[config.mk]
export PLATFORM = sky130hd
export DESIGN_NAME = period_meter
export DESIGN_NICKNAME = d
export VERILOG_FILES = /design/src/rtl/period_meter.sv
export SDC_FILE = /design/constraint.sdc
export NUM_CORES = 1
export LEC_CHECK = 0
export ABC_AREA = 0
export CORE_ASPECT_RATIO = 0.7
export CORE_MARGIN = 3
export CORE_UTILIZATION = 50
export CTS_CLUSTER_SIZE = 8
export DETAILED_ROUTE_END_ITERATION = 16
export PLACE_DENSITY = 0.73
export SYNTH_ARGS = -nofsm -noshare
export SYNTH_HDL_FRONTEND = slang
export SYNTH_SLANG_ARGS = --single-unit
[constraint.sdc]
create_clock -name clk -period 6.1 [get_ports clk]
set_input_delay 1.83 -clock clk [delete_from_list [all_inputs] [get_ports clk]]
set_output_delay 1.83 -clock clk [all_outputs]
set_load 0.01 [all_outputs]
[src/rtl/period_meter.sv]
// Measures period and high time of an asynchronous square wave in clk cycles,
// with a one-cycle valid strobe per completed period and a loss-of-signal timeout.
module period_meter #(
   parameter int unsigned      WIDTH   = 32,
   parameter logic [WIDTH-1:0] TIMEOUT = WIDTH'(32'd200000000)
) (
   input  logic             clk,
   input  logic             rst_n,
   input  logic             sig_in,
   output logic [WIDTH-1:0] period,
   output logic [WIDTH-1:0] high_cnt,
   output logic             meas_valid,
   output logic             timeout,
   output logic             busy
);

   typedef enum logic [1:0] {IDLE, HIGH, LOW} state_t;

   state_t           state, state_next;
   logic             s1, s2, s3;
   logic             rise, fall, at_max;
   logic [WIDTH-1:0] cnt, cnt_next, cnt_inc;
   logic [WIDTH-1:0] h_lat, h_lat_next;
   logic [WIDTH-1:0] period_next, high_next;
   logic             valid_next, timeout_next;

   assign rise    = s2 & ~s3;
   assign fall    = ~s2 & s3;
   assign at_max  = (cnt == TIMEOUT);
   // Saturating increment keeps cnt from passing TIMEOUT when an edge wins at the limit.
   assign cnt_inc = at_max ? cnt : cnt + 1'b1;
   assign busy    = (state != IDLE);

   always_ff @(posedge clk or negedge rst_n) begin
      if (!rst_n) begin
         state <= IDLE;
      end else begin
         state <= state_next;
      end
   end

   always_comb begin
      state_next = state;
      case (state)
         IDLE: if (rise) state_next = HIGH;
         HIGH: begin
            if (fall)        state_next = LOW;
            else if (at_max) state_next = IDLE;
         end
         LOW: begin
            if (rise)        state_next = HIGH;
            else if (at_max) state_next = IDLE;
         end
         default: state_next = IDLE;
      endcase
   end

   // Edges take priority over the timeout check in both active states.
   always_comb begin
      cnt_next     = cnt;
      h_lat_next   = h_lat;
      period_next  = period;
      high_next    = high_cnt;
      valid_next   = 1'b0;
      timeout_next = timeout;
      case (state)
         IDLE: cnt_next = rise ? WIDTH'(1) : '0;
         HIGH: begin
            if (fall) begin
               h_lat_next = cnt;
               cnt_next   = cnt_inc;
            end else if (at_max) begin
               cnt_next     = '0;
               timeout_next = 1'b1;
            end else begin
               cnt_next = cnt_inc;
            end
         end
         LOW: begin
            if (rise) begin
               cnt_next     = WIDTH'(1);
               period_next  = cnt;
               high_next    = h_lat;
               valid_next   = 1'b1;
               timeout_next = 1'b0;
            end else if (at_max) begin
               cnt_next     = '0;
               timeout_next = 1'b1;
            end else begin
               cnt_next = cnt_inc;
            end
         end
         default: cnt_next = '0;
      endcase
   end

   always_ff @(posedge clk or negedge rst_n) begin
      if (!rst_n) begin
         s1         <= 1'b0;
         s2         <= 1'b0;
         s3         <= 1'b0;
         cnt        <= '0;
         h_lat      <= '0;
         period     <= '0;
         high_cnt   <= '0;
         meas_valid <= 1'b0;
         timeout    <= 1'b0;
      end else begin
         s1         <= sig_in;
         s2         <= s1;
         s3         <= s2;
         cnt        <= cnt_next;
         h_lat      <= h_lat_next;
         period     <= period_next;
         high_cnt   <= high_next;
         meas_valid <= valid_next;
         timeout    <= timeout_next;
      end
   end

endmodule
* Yosys cells after proc, flatten, opt, wreduce, memory -nomap -nowiden *
Index checks and enable logic that the tools add are counted.

storage, ports and cells
  bits of input ports = 3
  word-level logic and storage cells = 43
  output and inout bits = 67
  flip-flop bits (word level) = 135

operators by class
  mux-type cells = 17
  bitwise gates (word level) = 4
  equal/unequal tests = 5
  add/sub/neg operators = 1
  reduce and logical (&&, ||, !) cells = 6

operators with widths
  cell                     count
  $mux W32                 4
  $pmux W32 S3             1
  $add A32 B1 Y32 const B  1
  $eq A32 B28 Y1 const B   1
  $mux W2                  4
  $mux W1                  6
  $pmux W2 S3              1
  $reduce_and A2 Y1        3
  $ne A2 B2 Y1 const B     2
  $reduce_bool A2 Y1       2
  $and A1 B1 Y1            2
  $eq A2 B1 Y1 const B     1
  $eq A2 B2 Y1 const B     1
  $logic_not A2 Y1         1
  $not A1 Y1               2
  $pmux W1 S2              1

* Depth between registers and ports, before layout *
Gate-level depths: netlist of run 1.

  depth in word-level cells = 5
  gate-level depth with buffers = 10
  mapped depth without buffers = 10

* Worst setup path after synthesis of run 1 *
Ideal clock, no wire load.

  path type = reg-to-output
  from = register state[0]
  to = output busy
  buffers on the path = 0
  data arrival time = 0.736 ns
  cell stages (with the launch flop) = 2
  required time = 4.270 ns
  slack = 3.534 ns
  cells stage by stage = dfrtp_1 > or2_2

on the way
  cells in the longest elaborated chain, start to end = 1

RTL lines
  item                      RTL line  text
  start: declaration        19        state_t state, state_next;
  start signal: assignment  38        state <= state_next;
  $reduce_bool A2 Y1        32        assign busy = (state != IDLE);
  end: declaration          14        output logic busy

Every way passes these cells.

* Worst setup path in the final report of run 1 *
Same ends and word-level chain as after synthesis.

==> results.json, run 1 <==
{
  "asyncSetResetFlopFracSynth_pct": 100.0,
  "grt_antenna_before_repair": 0,
  "setup_viol_count_final": 0,
  "postSynthAreaPerCell_um2": 13.84,
  "power_density_nw_per_um2": 318.4,
  "worst_path_max_delay_cell": "sky130_fd_sc_hd__clkdlybuf4s50_1",
  "hold_path.class": "flop to flop",
  "period_minus_slack_ps": 3486,
  "critical_path.max_fanout": 7,
  "dr_drc_count": 0,
  "timing.critical_path.slowest_cell_delay_ps": 480,
  "antenna_cells_inserted": 0,
  "logic_depth_of_the_worst_setup_path_including_buffers": 2,
  "ant_nets": 0,
  "yosysMostFrequentCell": "sky130_fd_sc_hd__dfrtp_1",
  "cell_chain_of_the_critical_path": "or2_2, clkdlybuf4s50_1",
  "finish.utilization_pct": 65.87,
  "synthDominantAreaCellType": "sky130_fd_sc_hd__dfrtp_1",
  "hold_buffers": 0,
  "detailed_route_wire_length_per_cell_um": 16.52,
  "detail_route.first_pass.iterations": 4,
  "worstHoldPathCells": 0,
  "synth_enable_flop_cells": 0,
  "f_max_mhz": 286.8,
  "fp.coreArea_um2": 10710,
  "timing.critical_path.buf_inv": 1,
  "netlist_area_before_placement_um2": 5673,
  "port_buffers": 69,
  "grt_start_max_net_pins": 93,
  "design.die.area_um2": 12680,
  "htree_levels": 4,
  "cts.repair_timing.setup_buffer_count": 0,
  "syn_to_final_growth_pct": 24.31,
  "ys_types": 44,
  "worst_setup_path_end_kind": "primary output",
  "netlist_top_cells_count": "sky130_fd_sc_hd__dfrtp_1 (135), sky130_fd_sc_hd__mux2_2 (96), sky130_fd_sc_hd__xor2_1 (23), sky130_fd_sc_hd__nor2_1 (19), sky130_fd_sc_hd__nor2_2 (17)",
  "yosys_most_used_dff": "sky130_fd_sc_hd__dfrtp_1",
  "arrival_ps": 1660,
  "outcome": "finished, final reports clean",
  "cp-start-kind": "flop",
  "place.gp.congestion": 0.7550,
  "route.vias.total": 3410,
  "fin_cells": 640,
  "slew_headroom_pct": 25.32,
  "ios": 70,
  "finish.instance_area_um2": 7052,
  "grt_pass1_vias": 3522,
  "clock_skew_ps": 6.637,
  "synth.net_count": 416,
  "insertion_delay_ps": 410,
  "grt_first_pass_wirelength_mm": 18.04,
  "max-cap-violations": 0,
  "share_of_the_yosys_chip_area_belonging_to_registers_pct": 59.55,
  "grtUsageTotal_pct": 18.21,
  "finalHoldViolations": 0,
  "netlist.area_leader.share_pct": 59.55,
  "ys_ff_latch": 135,
  "initial_core_util_pct": 52.99,
  "critical-path-top-delay-family": "buffers and inverters",
  "clk_transition_reported_paths_ps": 60,
  "clk_root_buffer_cell": "sky130_fd_sc_hd__clkbuf_16",
  "placed_cell_area_um2": 6434,
  "dp.final_hpwl_mm": 6.731,
  "finalMaxSlewViolations": 0,
  "die_y_um": 95.12,
  "setup_tns_ps": 0,
  "placed_cell_count": 609,
  "post_cts_resize_count": 0,
  "final_nets": 486,
  "viasPerCell": 5.328,
  "ys.warnings.count": 0,
  "rr_worst_depth": 6,
  "cts_num_sinks": 135,
  "cts_tree": "built",
  "grt_setup_unrepaired": "false",
  "cp.required_ps": 4270,
  "std_cell_rows": 31,
  "cts-root-to-sink-buffers": 2,
  "fraction_of_final_layout_cells_with_drive_strength_greater_than_1_pct": 33.54,
  "synth_area_leaders": "sky130_fd_sc_hd__dfrtp_1 (60%), sky130_fd_sc_hd__mux2_2 (19%), sky130_fd_sc_hd__xor2_1 (3.6%)",
  "worst_hold_slack_ps": 362.5,
  "setup.reg_to_reg.worst_slack_ps": 3340,
  "maximum_ir_drop_on_the_vdd_rail_mv": 0.2151,
  "post-route-period-util_pct": 57.15,
  "global_route.overflow_total": 0,
  "starting_drc_count_in_detailed_routing": 166,
  "die_w_um": 133.3,
  "drt_wl_total_mm": 10.57,
  "worst-slew-pin-transition_ps": 1118,
  "cellLeakagePower_nw": 3.276,
  "tritoncts.num_buffers": 17,
  "syn-instance-count": 410,
  "kind_of_critical_path": "flop to primary output"
}
-- through the flow --
stage / setup WS (ps) / total power [mW]
global placement: 3062 / 1.197
floorplan: 3534 / 1.138
finish: 2614 / 2.246
detailed placement: 3036 / 1.205
CTS: 2599 / 2.269
global route: 2576 / 2.329
-- final cells by class --
cell class                 instances  area [um^2]
clock buffer                      18        439.2
clock inverter                    13        178.9
fill                             798         3654
inverter                           9        33.78
multi-input combinational        245         2122
sequential                       135         3378
tap                              148        185.2
timing repair buffer              72        714.4
-- sequential cells by signal, indices dropped and copies added (netlist names) --
register    flops
cnt            32
s3              1
s1              1
timeout         1
h_lat          32
s2              1
state           2
period         32
meas_valid      1
high_cnt       32
-- cells by family after synthesis --
family | share of synthesized area, %
buffers and inverters | 3.220
flip-flops | 59.55
AND/OR/NAND/NOR | 11.23
AO/OA/AOI/OAI | 1.632
XOR/XNOR | 4.477
adder cells (fa/ha/maj) | 0.6617
multiplexers | 19.23
-- final timing paths --
path / from / end
setup / recovery: state[0] / busy
setup reg to reg: cnt[8] / cnt[24]
min in group asynchronous: rst_n / period[7]
max in group asynchronous: rst_n / h_lat[30]
hold / removal: s1 / s2
hold reg to reg: s1 / s2
-- layout by cell type (no fill, tap or decap), drive strengths merged, types with 5 or more instances in the layout --
master         netlist  final
and3                 5      5
mux2                96     96
nand3               17     17
nand4               10     10
inv                  9     10
nand2               10     10
xor2                23     23
nor4                 5      5
clkbuf               2     18
xnor2                6      6
dfrtp              135    135
clkdlybuf4s50        0     68
nor2                36     36
-- report_power, final --
| part | internal [mW] | switching [mW] | leakage [nW] |
|---|---|---|---|
| sequential | 0.927 | 0.0318 | 1.87 |
| combinational | 0.0914 | 0.135 | 1.11 |
| clock | 0.690 | 0.371 | 0.294 |
| total | 1.71 | 0.537 | 3.28 |
-- routing by layer --
metal	vias to the layer above	track usage, %	share of wire [%]
met3	12	5.274	4.6
li1	1569	-	-
met1	1744	25.75	49
met5	-	0	0
met4	0	6.678	1.2
met2	85	27.03	45
Power figures use the tool's default switching activity.
==> inputs of run 2 (changes only) <==
PLACE_DENSITY = 0.76   (was 0.73)
clock period = 3.15 ns   (was 6.1 ns; I/O delays follow)
==> run 2 against run 1 <==
Effect of this change: sequential power grew 93%; cell area up 0.35%; register-to-register slack worse by 2800 ps; wire length rose by 1.5%; combinational power up 110%; die area unchanged; critical endpoint unchanged; largest cell class unchanged; highest routed layer unchanged.
==> results.json, run 2 (synthesis gave the netlist of run 1 again) <==
{
  "outcome": "finished, final reports clean",
  "arrival_ps": 1660,
  "setup_viol_count_final": 0,
  "dp.final_hpwl_mm": 7.136,
  "syn_to_final_growth_pct": 24.75,
  "grt_start_max_net_pins": 61,
  "critical_path.max_fanout": 7,
  "fraction_of_final_layout_cells_with_drive_strength_greater_than_1_pct": 34.07,
  "tritoncts.num_buffers": 17,
  "global_route_met3_usage_pct": 6.065,
  "die_w_um": 133.3,
  "port_buffers": 69,
  "layout.cells.most_common": "sky130_fd_sc_hd__dfrtp_1",
  "most-common-layout-cells": "sky130_fd_sc_hd__dfrtp_1 (135), sky130_fd_sc_hd__mux2_2 (96), sky130_fd_sc_hd__clkdlybuf4s50_1 (68)",
  "timing.critical_path.buf_inv": 1,
  "fp.coreArea_um2": 10710,
  "viasPerCell": 5.249,
  "worst-slew-pin-transition_ps": 970.3,
  "max-cap-violations": 0,
  "ios": 70,
  "grt_setup_unrepaired": "false",
  "clock_skew_ps": 8.522,
  "htree_levels": 4,
  "kind_of_critical_path": "flop to primary output",
  "cellLeakagePower_nw": 3.309,
  "period_minus_slack_ps": 2602,
  "maximum_ir_drop_on_the_vdd_rail_mv": 0.4270,
  "place.gp.congestion": 0.8100,
  "cts-root-to-sink-buffers": 2,
  "antenna_cells_inserted": 0,
  "cp.required_ps": 2200,
  "detail_route.first_pass.iterations": 4,
  "std_cell_rows": 31,
  "global_route.overflow_total": 0,
  "power_density_nw_per_um2": 600.7,
  "detailed_route_wire_length_per_cell_um": 16.58,
  "worstHoldStart": "s1",
  "detailedPlace.worstSlack_ps": 585.8,
  "most_congested_layer_reported_by_global_routing": "met2",
  "worstHoldPathCells": 0,
  "cts_tree": "built",
  "hold-path-endpoint": "s2",
  "starting_drc_count_in_detailed_routing": 210,
  "dr_drc_count": 0,
  "initial_core_util_pct": 52.99,
  "timing.rr.end": "cnt[14]",
  "drt_wl_total_mm": 10.73,
  "finalHoldViolations": 0,
  "cp-start-kind": "flop",
  "design.die.area_um2": 12680,
  "setup_slack_of_the_critical_path_after_layout_ps": 547.8,
  "startpoint_of_the_worst_register_to_register_path": "cnt[26]",
  "critical-path-top-delay-family": "buffers and inverters",
  "hold_buffers": 0,
  "setup.reg_to_reg.worst_slack_ps": 580,
  "globalRouteMet1Util_pct": 24.99,
  "slew_headroom_pct": 34.78,
  "grtUsageTotal_pct": 18.34,
  "setup_tns_ps": 0,
  "post_cts_resize_count": 0,
  "cts.repair_timing.setup_buffer_count": 0,
  "hold_path.class": "flop to flop",
  "grt_first_pass_wirelength_mm": 18.24,
  "route.vias.total": 3396,
  "grt_antenna_before_repair": 0,
  "worst_path_max_delay_cell": "sky130_fd_sc_hd__clkdlybuf4s50_1",
  "logic_depth_of_the_worst_setup_path_including_buffers": 2,
  "clk_root_buffer_cell": "sky130_fd_sc_hd__clkbuf_16",
  "die_y_um": 95.12,
  "f_max_mhz": 384.3,
  "final_nets": 492,
  "rr_worst_depth": 7,
  "ant_nets": 0,
  "timing.critical_path.slowest_cell_delay_ps": 500,
  "cts_num_sinks": 135,
  "worst_setup_path_end_kind": "primary output",
  "use_met2_pct": 28.29,
  "grt_pass1_vias": 3638,
  "insertion_delay_ps": 410,
  "finalMaxSlewViolations": 0,
  "clk_transition_reported_paths_ps": 60,
  "post-route-period-util_pct": 82.61,
  "cell_chain_of_the_critical_path": "or2_2, clkdlybuf4s50_1"
}
-- run 2: area by class of cell --
class	instances	area, um^2
Sequential cell	135	3378
Inverter	9	33.78
Fill cell	787	3628
Clock buffer	23	488.0
Clock inverter	9	97.59
Timing Repair Buffer	78	772.0
Tap cell	148	185.2
Multi-Input combinational cell	245	2122
-- run 2: worst register-to-register path, cell delays in order (launching register included) --
cell and delay (ps):
sky130_fd_sc_hd__dfrtp_1 440, sky130_fd_sc_hd__nor4b_1 390, sky130_fd_sc_hd__nand4_1 210, sky130_fd_sc_hd__nor4_4 410, sky130_fd_sc_hd__inv_2 130, sky130_fd_sc_hd__a21oi_4 510
sky130_fd_sc_hd__buf_4 290, sky130_fd_sc_hd__nor2_1 80
-- run 2: how the worst max path moves through the flow --
stage / startpoint / to / slack, ps
finish: state[0] / busy / 550
global placement: cnt[26] / cnt[17] / 670
floorplan: cnt[3] / cnt[0] / 1110
CTS: state[0] / busy / 530
global route: cnt[26] / cnt[14] / 420
detailed placement: cnt[26] / cnt[16] / 590
-- run 2: through the flow --
| stage | total power [mW] | instance area [um^2] | hold slack (ps) | cells | utilization, % |
|---|---|---|---|---|---|
| global placement | 2.340 | 6491 | 333.1 | 615 | 60.64 |
| CTS | 4.289 | 7077 | 351.7 | 647 | 66.11 |
| global route | 4.414 | 7077 | 352.8 | 647 | 66.11 |
| floorplan | 2.203 | 5673 | 331.2 | 410 | - |
| detailed placement | 2.361 | 6491 | 340.1 | 615 | 60.64 |
| finish | 4.251 | 7077 | 347.4 | 647 | 66.11 |
-- run 2: power by group --
group / internal (mW) / switching, mW
combinational: 0.200 / 0.270
clock: 1.24 / 0.686
sequential: 1.80 / 0.0584
total: 3.24 / 1.01
-- run 2: metal layers --
metal  vias up  share of wire (%)
met5         -                  0
met4         0               0.63
met3         8                5.1
met2        95                 46
met1      1701                 49
li1       1592                  -
==> inputs of run 3 (changes only) <==
clock period = 2.2 ns   (was 3.15 ns; I/O delays follow)
==> run 3 against run 2 <==
Effect of this change: cell area grew 4.4%; cell count grew 4.8%; sequential power grew 43%; core utilization grew 2.9 points; die area is the same; wire length grew 6.1%; worst hold slack lost 250 ps; non-clock buffer count grew 31; worst setup slack lost 480 ps; clock-buffer cell count shrank 3.
==> results.json, run 3 (synthesis gave the netlist of run 1 again) <==
{
  "outcome": "finished, final reports clean",
  "fillers": 759,
  "grt_antenna_before_repair": 0,
  "fp.coreArea_um2": 10710,
  "hold_path.class": "input pin to asynchronous set/reset pin",
  "cp-start-kind": "flop",
  "std_cell_rows": 31,
  "clock_skew_ps": 9.505,
  "grt_pass1_vias": 3733,
  "worst-slew-pin-transition_ps": 501.6,
  "grt_start_max_net_pins": 50,
  "dr_drc_count": 0,
  "route.vias.total": 3558,
  "setup_viol_count_final": 0,
  "startpoint_of_the_worst_register_to_register_path": "cnt[11]",
  "kind_of_critical_path": "flop to flop",
  "critical_path.max_fanout": 4,
  "clk_root_buffer_cell": "sky130_fd_sc_hd__clkbuf_16",
  "tritoncts.num_buffers": 17,
  "cellLeakagePower_nw": 3.490,
  "htree_levels": 4,
  "fin_cells": 678,
  "cts-root-to-sink-buffers": 2,
  "max-cap-violations": 0,
  "global_route.overflow_total": 0,
  "viasPerCell": 5.248,
  "syn_to_final_growth_pct": 30.28,
  "die_w_um": 133.3,
  "die_y_um": 95.12,
  "cts_tree": "built",
  "worst_path_max_delay_cell": "sky130_fd_sc_hd__dfrtp_1",
  "starting_drc_count_in_detailed_routing": 195,
  "port_buffers": 69,
  "f_max_mhz": 468.3,
  "critical-path-top-delay-family": "simple AND/OR/NAND/NOR gates",
  "cell_chain_of_the_critical_path": "nor4b_2, nand4_1, nor4_4, inv_2, ha_1, inv_2, o22ai_1, a22oi_1, o21ai_1",
  "insertion_delay_ps": 410,
  "multi_input_area_um2": 2128,
  "place.gp.congestion": 0.8155,
  "design.die.area_um2": 12680,
  "final_nets": 523,
  "placed_cell_count": 642,
  "maximum_ir_drop_on_the_vdd_rail_mv": 0.5727,
  "post-route-period-util_pct": 97.07,
  "finalHoldViolations": 0,
  "rr_worst_depth": 9,
  "arrival_ps": 2420,
  "layout.cells.most_common": "sky130_fd_sc_hd__dfrtp_1",
  "detailedPlace.worstSlack_ps": 61.16,
  "antenna_cells_inserted": 0,
  "finalMaxSlewViolations": 0,
  "detailed_route_wire_length_per_cell_um": 16.79,
  "fraction_of_final_layout_cells_with_drive_strength_greater_than_1_pct": 38.68,
  "cts_num_sinks": 135,
  "startpoint": "cnt[11]",
  "cp.required_ps": 2480,
  "dp.final_hpwl_mm": 7.517,
  "timing.critical_path.buf_inv": 2,
  "grt_first_pass_wirelength_mm": 19.26,
  "grtUsageTotal_pct": 19.31,
  "most-common-layout-cells": "sky130_fd_sc_hd__dfrtp_1 (134), sky130_fd_sc_hd__mux2_2 (96), sky130_fd_sc_hd__clkdlybuf4s50_1 (67)",
  "period_minus_slack_ps": 2135,
  "clk_transition_reported_paths_ps": 60,
  "layout.area.seq_um2": 3379,
  "setup_slack_of_the_critical_path_after_layout_ps": 64.57,
  "detail_route.first_pass.iterations": 5,
  "timing.critical_path.slowest_cell_delay_ps": 390,
  "power_density_nw_per_um2": 860.6,
  "ant_nets": 0,
  "ios": 70,
  "worst_setup_path_end_kind": "flop",
  "slew_headroom_pct": 66.20,
  "timing.critical_path.mode_cell": "sky130_fd_sc_hd__inv_2",
  "setup.reg_to_reg.worst_slack_ps": 60,
  "drt_wl_total_mm": 11.38,
  "initial_core_util_pct": 52.99,
  "timing.rr.end": "cnt[0]",
  "hold_buffers": 0
}
==> run 3: cell types whose count changed in the layout (fill, tap and decap cells not counted), sizes merged <==
| cell | delta |
|---|---|
| buf | +31 |
| clkdlybuf4s50 | -1 |
| clkinvlp | +2 |
| clkbuf | -3 |
| bufinv | +2 |
| dlygate4sd2 | +1 |
| clkinv | -1 |
==> run 3: timing repair <==
action                                  in CTS  in global routing
gates resized for setup                      1                  5
setup buffers                                0                  4
endpoints found under the hold margin        0                  0
endpoints found under the setup margin       1                  1
pin swaps                                    0                  4
==> run 3: worst reg2reg max path, stage by stage (launching register included) <==
cell,delay [ps]
sky130_fd_sc_hd__dfrtp_1,390
sky130_fd_sc_hd__nor4b_2,310
sky130_fd_sc_hd__nand4_1,180
sky130_fd_sc_hd__nor4_4,360
sky130_fd_sc_hd__inv_2,120
sky130_fd_sc_hd__ha_1,200
sky130_fd_sc_hd__inv_2,70
sky130_fd_sc_hd__o22ai_1,90
sky130_fd_sc_hd__a22oi_1,200
sky130_fd_sc_hd__o21ai_1,100
==> run 3: worst max-delay path by stage <==
stage	endpoint	slack, ps	cells after the start
2_1_floorplan	cnt[0]	160	10
3_3_place_gp	cnt[0]	170	9
3_5_place_dp	cnt[0]	60	9
4_1_cts	cnt[0]	30	9
5_1_grt	cnt[0]	-40	9
6_report	cnt[0]	60	9
==> run 3: power breakdown <==
group / switching [mW] / internal (mW)
sequential: 0.0642 / 2.57
combinational: 0.421 / 0.314
clock: 1.04 / 1.95
total: 1.52 / 4.84
==> run 3: layer usage <==
layer  part of all wire [%]  vias up  wire [um]  GRT usage [%]
met5                      0        -          0              0
met4                   0.31        0         35          5.993
met3                    5.7        2        644          5.907
met2                     47       94       5299          29.65
met1                     47     1823       5402          26.74
li1                       -     1639          -              -
==> run 3: metrics by stage <==
stage	area [um^2]	setup TNS, ps	hold WS, ps	util, %	power (mW)
2_1_floorplan	5673	0	331.2	-	3.154
3_3_place_gp	6719	0	331.7	62.76	3.388
3_5_place_dp	6719	0	340.9	62.76	3.406
4_1_cts	7350	0	96.26	68.65	6.407
5_1_grt	7391	-36.03	100.1	69.04	6.611
6_report	7391	0	98.75	69.04	6.360
==> run 3: final cells by class <==
cell class                 count  share of cell area, %
clock buffer                  20                  6.179
clock inverter                12                  2.370
tap                          148                  2.506
inverter                       9                 0.4571
multi-input combinational    245                  28.80
sequential                   135                  45.73
timing repair buffer         109                  13.97
